[config.mk]
export PLATFORM = sky130hd
export DESIGN_NAME = uart_tx_ctrl
export DESIGN_NICKNAME = d
export VERILOG_FILES = /design/src/rtl/uart_pkg.sv /design/src/rtl/uart_parity_gen.sv /design/src/rtl/uart_tx_ctrl.sv
export SDC_FILE = /design/constraint.sdc
export NUM_CORES = 1
export LEC_CHECK = 0
export CAP_MARGIN = 5
export CORE_MARGIN = 3
export CORE_UTILIZATION = 58
export CTS_BUF_LIST = sky130_fd_sc_hd__clkbuf_8
export DETAILED_ROUTE_END_ITERATION = 10
export PLACE_DENSITY = 0.91
export SLEW_MARGIN = 5
export SYNTH_ARGS = -nofsm -noshare
export SYNTH_HDL_FRONTEND = slang
export SYNTH_SLANG_ARGS = --single-unit
[constraint.sdc]
create_clock -name clk -period 2.15 [get_ports clk]
set_input_delay 0.215 -clock clk [delete_from_list [all_inputs] [get_ports clk]]
set_output_delay 0.215 -clock clk [all_outputs]
set_load 0.03 [all_outputs]
[src/rtl/uart_pkg.sv]
// Shared types and frame constants for the UART transmit path.
// Imported by the controller and its parity helper.
package uart_pkg;

    typedef enum logic [2:0] {
        ST_IDLE,
        ST_START,
        ST_DATA,
        ST_PARITY,
        ST_STOP
    } uart_tx_state_t;

    localparam logic START_BIT = 1'b0;
    localparam logic STOP_BIT  = 1'b1;

endpackage

[src/rtl/uart_parity_gen.sv]
// Parity bit for one UART data word.
// Even parity is the XOR of the word; odd parity is its inverse.
module uart_parity_gen #(
    parameter int WIDTH = 8
) (
    input  logic [WIDTH-1:0] data,
    input  logic             odd,
    output logic             parity
);

    assign parity = (^data) ^ odd;

endmodule

[src/rtl/uart_tx_ctrl.sv]
// UART transmit controller: start, LSB-first data, optional parity,
// one or two stop bits, with a valid/ready front end.
module uart_tx_ctrl
    import uart_pkg::*;
#(
    parameter int DATA_BITS    = 8,
    parameter int CLKS_PER_BIT = 868
) (
    input  logic                 clk,
    input  logic                 rst,
    input  logic [DATA_BITS-1:0] tx_data,
    input  logic                 tx_valid,
    output logic                 tx_ready,
    input  logic                 parity_en,
    input  logic                 parity_even_n,
    input  logic                 two_stop,
    output logic                 tx,
    output logic                 busy,
    output logic                 tx_done
);

    localparam int CNT_W = $clog2(CLKS_PER_BIT);
    localparam int IDX_W = $clog2(DATA_BITS);

    localparam logic [CNT_W-1:0] CNT_LAST = CNT_W'(CLKS_PER_BIT - 1);
    localparam logic [IDX_W-1:0] IDX_LAST = IDX_W'(DATA_BITS - 1);

    uart_tx_state_t state;

    logic [CNT_W-1:0]     cnt;
    logic [IDX_W-1:0]     bit_idx;
    logic [IDX_W-1:0]     idx_next;
    logic [DATA_BITS-1:0] sh_data;
    logic                 sh_par_en;
    logic                 sh_odd;
    logic                 sh_two;
    logic                 stop_second;
    logic                 par_bit;
    logic                 wrap;

    assign wrap     = (cnt == CNT_LAST);
    assign idx_next = bit_idx + IDX_W'(1);
    assign tx_ready = (state == ST_IDLE);
    assign busy     = (state != ST_IDLE);

    uart_parity_gen #(
        .WIDTH (DATA_BITS)
    ) u_parity (
        .data   (sh_data),
        .odd    (sh_odd),
        .parity (par_bit)
    );

    // tx is loaded on the edge that enters each bit, so it only moves
    // at bit boundaries and every bit spans a full counter period.
    always_ff @(posedge clk) begin
        if (rst) begin
            state       <= ST_IDLE;
            tx          <= STOP_BIT;
            tx_done     <= 1'b0;
            cnt         <= '0;
            bit_idx     <= '0;
            stop_second <= 1'b0;
            sh_data     <= '0;
            sh_par_en   <= 1'b0;
            sh_odd      <= 1'b0;
            sh_two      <= 1'b0;
        end else begin
            tx_done <= 1'b0;

            if (state != ST_IDLE) begin
                cnt <= wrap ? '0 : cnt + CNT_W'(1);
            end

            unique case (state)
                ST_IDLE: begin
                    tx <= STOP_BIT;
                    if (tx_valid) begin
                        sh_data     <= tx_data;
                        sh_par_en   <= parity_en;
                        sh_odd      <= parity_even_n;
                        sh_two      <= two_stop;
                        cnt         <= '0;
                        bit_idx     <= '0;
                        stop_second <= 1'b0;
                        tx          <= START_BIT;
                        state       <= ST_START;
                    end
                end

                ST_START: begin
                    if (wrap) begin
                        tx    <= sh_data[0];
                        state <= ST_DATA;
                    end
                end

                ST_DATA: begin
                    if (wrap) begin
                        if (bit_idx == IDX_LAST) begin
                            if (sh_par_en) begin
                                tx    <= par_bit;
                                state <= ST_PARITY;
                            end else begin
                                tx    <= STOP_BIT;
                                state <= ST_STOP;
                            end
                        end else begin
                            bit_idx <= idx_next;
                            tx      <= sh_data[idx_next];
                        end
                    end
                end

                ST_PARITY: begin
                    if (wrap) begin
                        tx    <= STOP_BIT;
                        state <= ST_STOP;
                    end
                end

                ST_STOP: begin
                    if (wrap) begin
                        if (sh_two && !stop_second) begin
                            stop_second <= 1'b1;
                        end else begin
                            tx_done <= 1'b1;
                            state   <= ST_IDLE;
                        end
                    end
                end

                default: begin
                    tx    <= STOP_BIT;
                    state <= ST_IDLE;
                end
            endcase
        end
    end

endmodule

==> summary.txt <==
Yosys
  • EDFF count, synth: 0
  • Post-Syn Area per Cell: between 8 and 9 sq um
  • Adder-Cell Fraction of Synth Area: 0.02346
  • Compound-Gate Fraction of Synth Area: 0.2056
  • Synthesis-stage register bit count: 30
  • Syn. warnings: 0
  • Mux cell area share after synthesis: 0.05395
  • Async set or reset register ratio after synthesis: 0
  • Ranking of synthesized cells by area: dfxtp_1, nand2_1, a21oi_1
  • Sequential area share after synthesis: 0.3753
  • Unique cell type count in the Yosys netlist: 48
  • Post-synthesis cell type with the largest combined area: dfxtp_1
  • Net Count, Synth: 210
  • Dominant synthesized flop cell: dfxtp_1
  • Yosys top cell area share: 0.3753
  • Largest family of logic cells by synthesized area: simple AND/OR/NAND/NOR gates
  • Cell area after synthesis: 1600 sq um
  • Simple-Gate Fraction of Synth Area: 0.2604
  • Most frequent cells after synthesis: nand2_1, dfxtp_1, nor2_1
  • Synth Area in XOR/XNOR: 0.04691
  • Post-synthesis instance total: approximately 190
  • Most common cell in the netlist: nand2_1

Worst hold path
  • Hold_sp: parity_en
  • Min-delay worst type: input pin to flop

Placement
  • PortBufs: 17
  • Area after DPL: roughly 1800 sq um
  • Routability cong.: between 0.9 and 1
  • Placed cell count: 234
  • Placed wire-length estimate: between 2 and 3 mm

Clock network
  • Num CTS Buffers: 5
  • CTS clock-pin slew for the worst setup and hold paths: about 60 ps
  • CTS sink count: 30
  • Clk buf depth: 2
  • CTS tree: yes
  • Root Buffer: clkbuf_8
  • Clock H-tree levels: 2
  • Clk Latency, worst-skew pair: between 200 and 300 ps

Worst setup path
  • Most common cell on crit path: nor2_1
  • R2R cell count: 6
  • Startpoint types: flop
  • Slowest cell on crit path: or4b_4
  • Worst path depth: 6
  • Largest delay share family, worst path: simple AND/OR/NAND/NOR gates
  • RR Startpoint: cnt[0]
  • CP cell instances: ha_1, or4b_4, nor3_4, nor2_1, a22oi_1, nor2_1
  • WP data arrival: around 2200 ps
  • R2R Setup Slk: 140 ps
  • Kind of critical path: flop to flop
  • Worst Setup EP: state[0]
  • Worst path max stage delay: approximately 520 ps
  • CP Launch Point: cnt[0]
  • Max Fanout on Critical Path: 8
  • Critical path buffers and inverters: 0
  • Worst flop-to-flop path endpoint: state[0]
  • Crit end category: flop
  • CP required: approximately 2300 ps

Floorplanning
  • Core area: between 2000 and 3000 sq um
  • Initial Utilization: 0.6288
  • Die span in y: 58.53 um
  • Top Ports: 18
  • Die width: between 50 and 60 um
  • Total die area: about 3400 sq um
  • # rows: 18

Finish
  • Post-route core utilization: 0.7414
  • Finished Cell Area: 1887 sq um
  • Final Non-Filler Cells: between 200 and 250
  • Layout cells sized above 1: 0.1038
  • ANT cells: 0
  • Fillers: ~200
  • Nets: roughly 230
  • Synth-to-layout area growth: 17.90%

Detailed routing
  • Routed wire per std cell: between 15 and 20 um
  • Number of DRC markers in iteration 0: around 160
  • DRC viols: 0
  • Via density: between 6 and 7
  • Pre-Repair DR Iteration Count: 5
  • DR vias: roughly 1500
  • Routed WL: between 3 and 4 mm
  • Antenna Violating Nets Remaining: 0

GRT
  • Vias in the first global route: 1505
  • Total grt overflow: 0
  • GR Util All Layers: 0.2583
  • Largest net degree at the start of global routing: 19
  • Number of antenna violations at the first check in global routing: 0
  • First-pass GRT wire length: 6.644 mm

Power and ir drop
  • P per Cell Area: 723.9 nW/um^2
  • Design Power: 1366 uW
  • Worst VDD drop: 0.5720 mV
  • LEAKAGE: 0.0007104 uW

Timing
  • RSZ-0062 raised after global routing: no
  • Setup violators final: 0
  • Period utilization: 0.9368
  • Worst slew pin tran: ~550 ps
  • Worst slew margin: 0.6339
  • Hold Vio Cnt, Final: 0
  • Fin. max-slew vios: 0
  • Final min period: roughly 2000 ps
  • F_max: slightly below 500 MHz
  • Setup TNS: 0 ps
  • Skew final: 2.710 ps

Run
  • Max-cap viol count: 0

Run status
  • Status: completed
## flip-flops by register name, summed over array words and instances, names as in the netlist
register / count
cnt: 10
sh_data: 8
bit_idx: 3
state: 3
sh_odd: 1
sh_par_en: 1
sh_two: 1
stop_second: 1
tx: 1
tx_done: 1
## cell usage in the layout, fill, tap and decap left out, types with 3 or more instances in the layout
master,count
o21ai_0,5
buf_4,3
xnor2_1,6
clkdlybuf4s50_1,17
dfxtp_1,28
and3_1,3
nand2_1,34
nand3_1,3
a21oi_1,21
ha_1,3
mux2i_1,3
clkbuf_8,6
nor3_1,3
nor2_1,23
a311oi_1,5
inv_1,4
## final cells by class
cell class | instances | area, sq um | share of cell area
Multi-Input combinational cell | 151 | 950.9 | 0.5040
Sequential cell | 30 | 603.1 | 0.3196
Inverter | 3 | 11.26 | 0.005968
Clock inverter | 2 | 8.758 | 0.004642
Timing Repair Buffer | 20 | 192.7 | 0.1021
Clock buffer | 6 | 82.58 | 0.04377
Tap cell | 30 | 37.54 | 0.01989
## per-layer routing
metal | wire length (um) | GRT usage | up-vias
met5 | 0 | 0 | -
met4 | 100 | 0.1424 | 0
met3 | 295 | 0.08553 | 14
met2 | 1916 | 0.4083 | 67
met1 | 1539 | 0.3077 | 731
li1 | - | - | 732
## how the worst min path moves through the flow
stage / slack [ps] / to / cells past startpoint
floorplan: 350 / sh_two / 2
global placement: 450 / bit_idx[1] / 2
detailed placement: 470 / sh_odd / 2
CTS: 470 / sh_par_en / 3
global route: 470 / sh_par_en / 3
finish: 470 / sh_par_en / 3
## worst reg2reg max path, stage by stage (launching register included)
cell and delay, ps:
dfxtp_1 370, ha_1 240, or4b_4 520, nor3_4 350, nor2_1 130, a22oi_1 220
nor2_1 50
## cell families after synthesis
| family | after synthesis |
|---|---|
| compound gates | 50 |
| xor+xnor | 7 |
| fa+ha+maj | 3 |
| buf+inv | 12 |
| flops | 30 |
| mux | 6 |
| simple gates | 85 |
## through the flow
stage | hold slack, ps | worst slack, ps
6_report | 473.6 | 135.8
5_1_grt | 469.0 | 17.88
4_1_cts | 466.0 | 9.293
3_5_place_dp | 472.1 | 163.5
3_3_place_gp | 445.2 | 203.0
2_1_floorplan | 351.0 | 50.44
## what timing repair did
item	4_1_cts	5_1_grt
hold buffers	0	0
gates resized for setup	1	3
endpoints found under the setup margin	1	2
setup buffers	0	0
## report_power, final
group,internal (uW),total [uW],switching (uW)
logic,132,290,157
registers,584,618,33.8
clock network,253,459,206
Power figures use the tool's default switching activity.
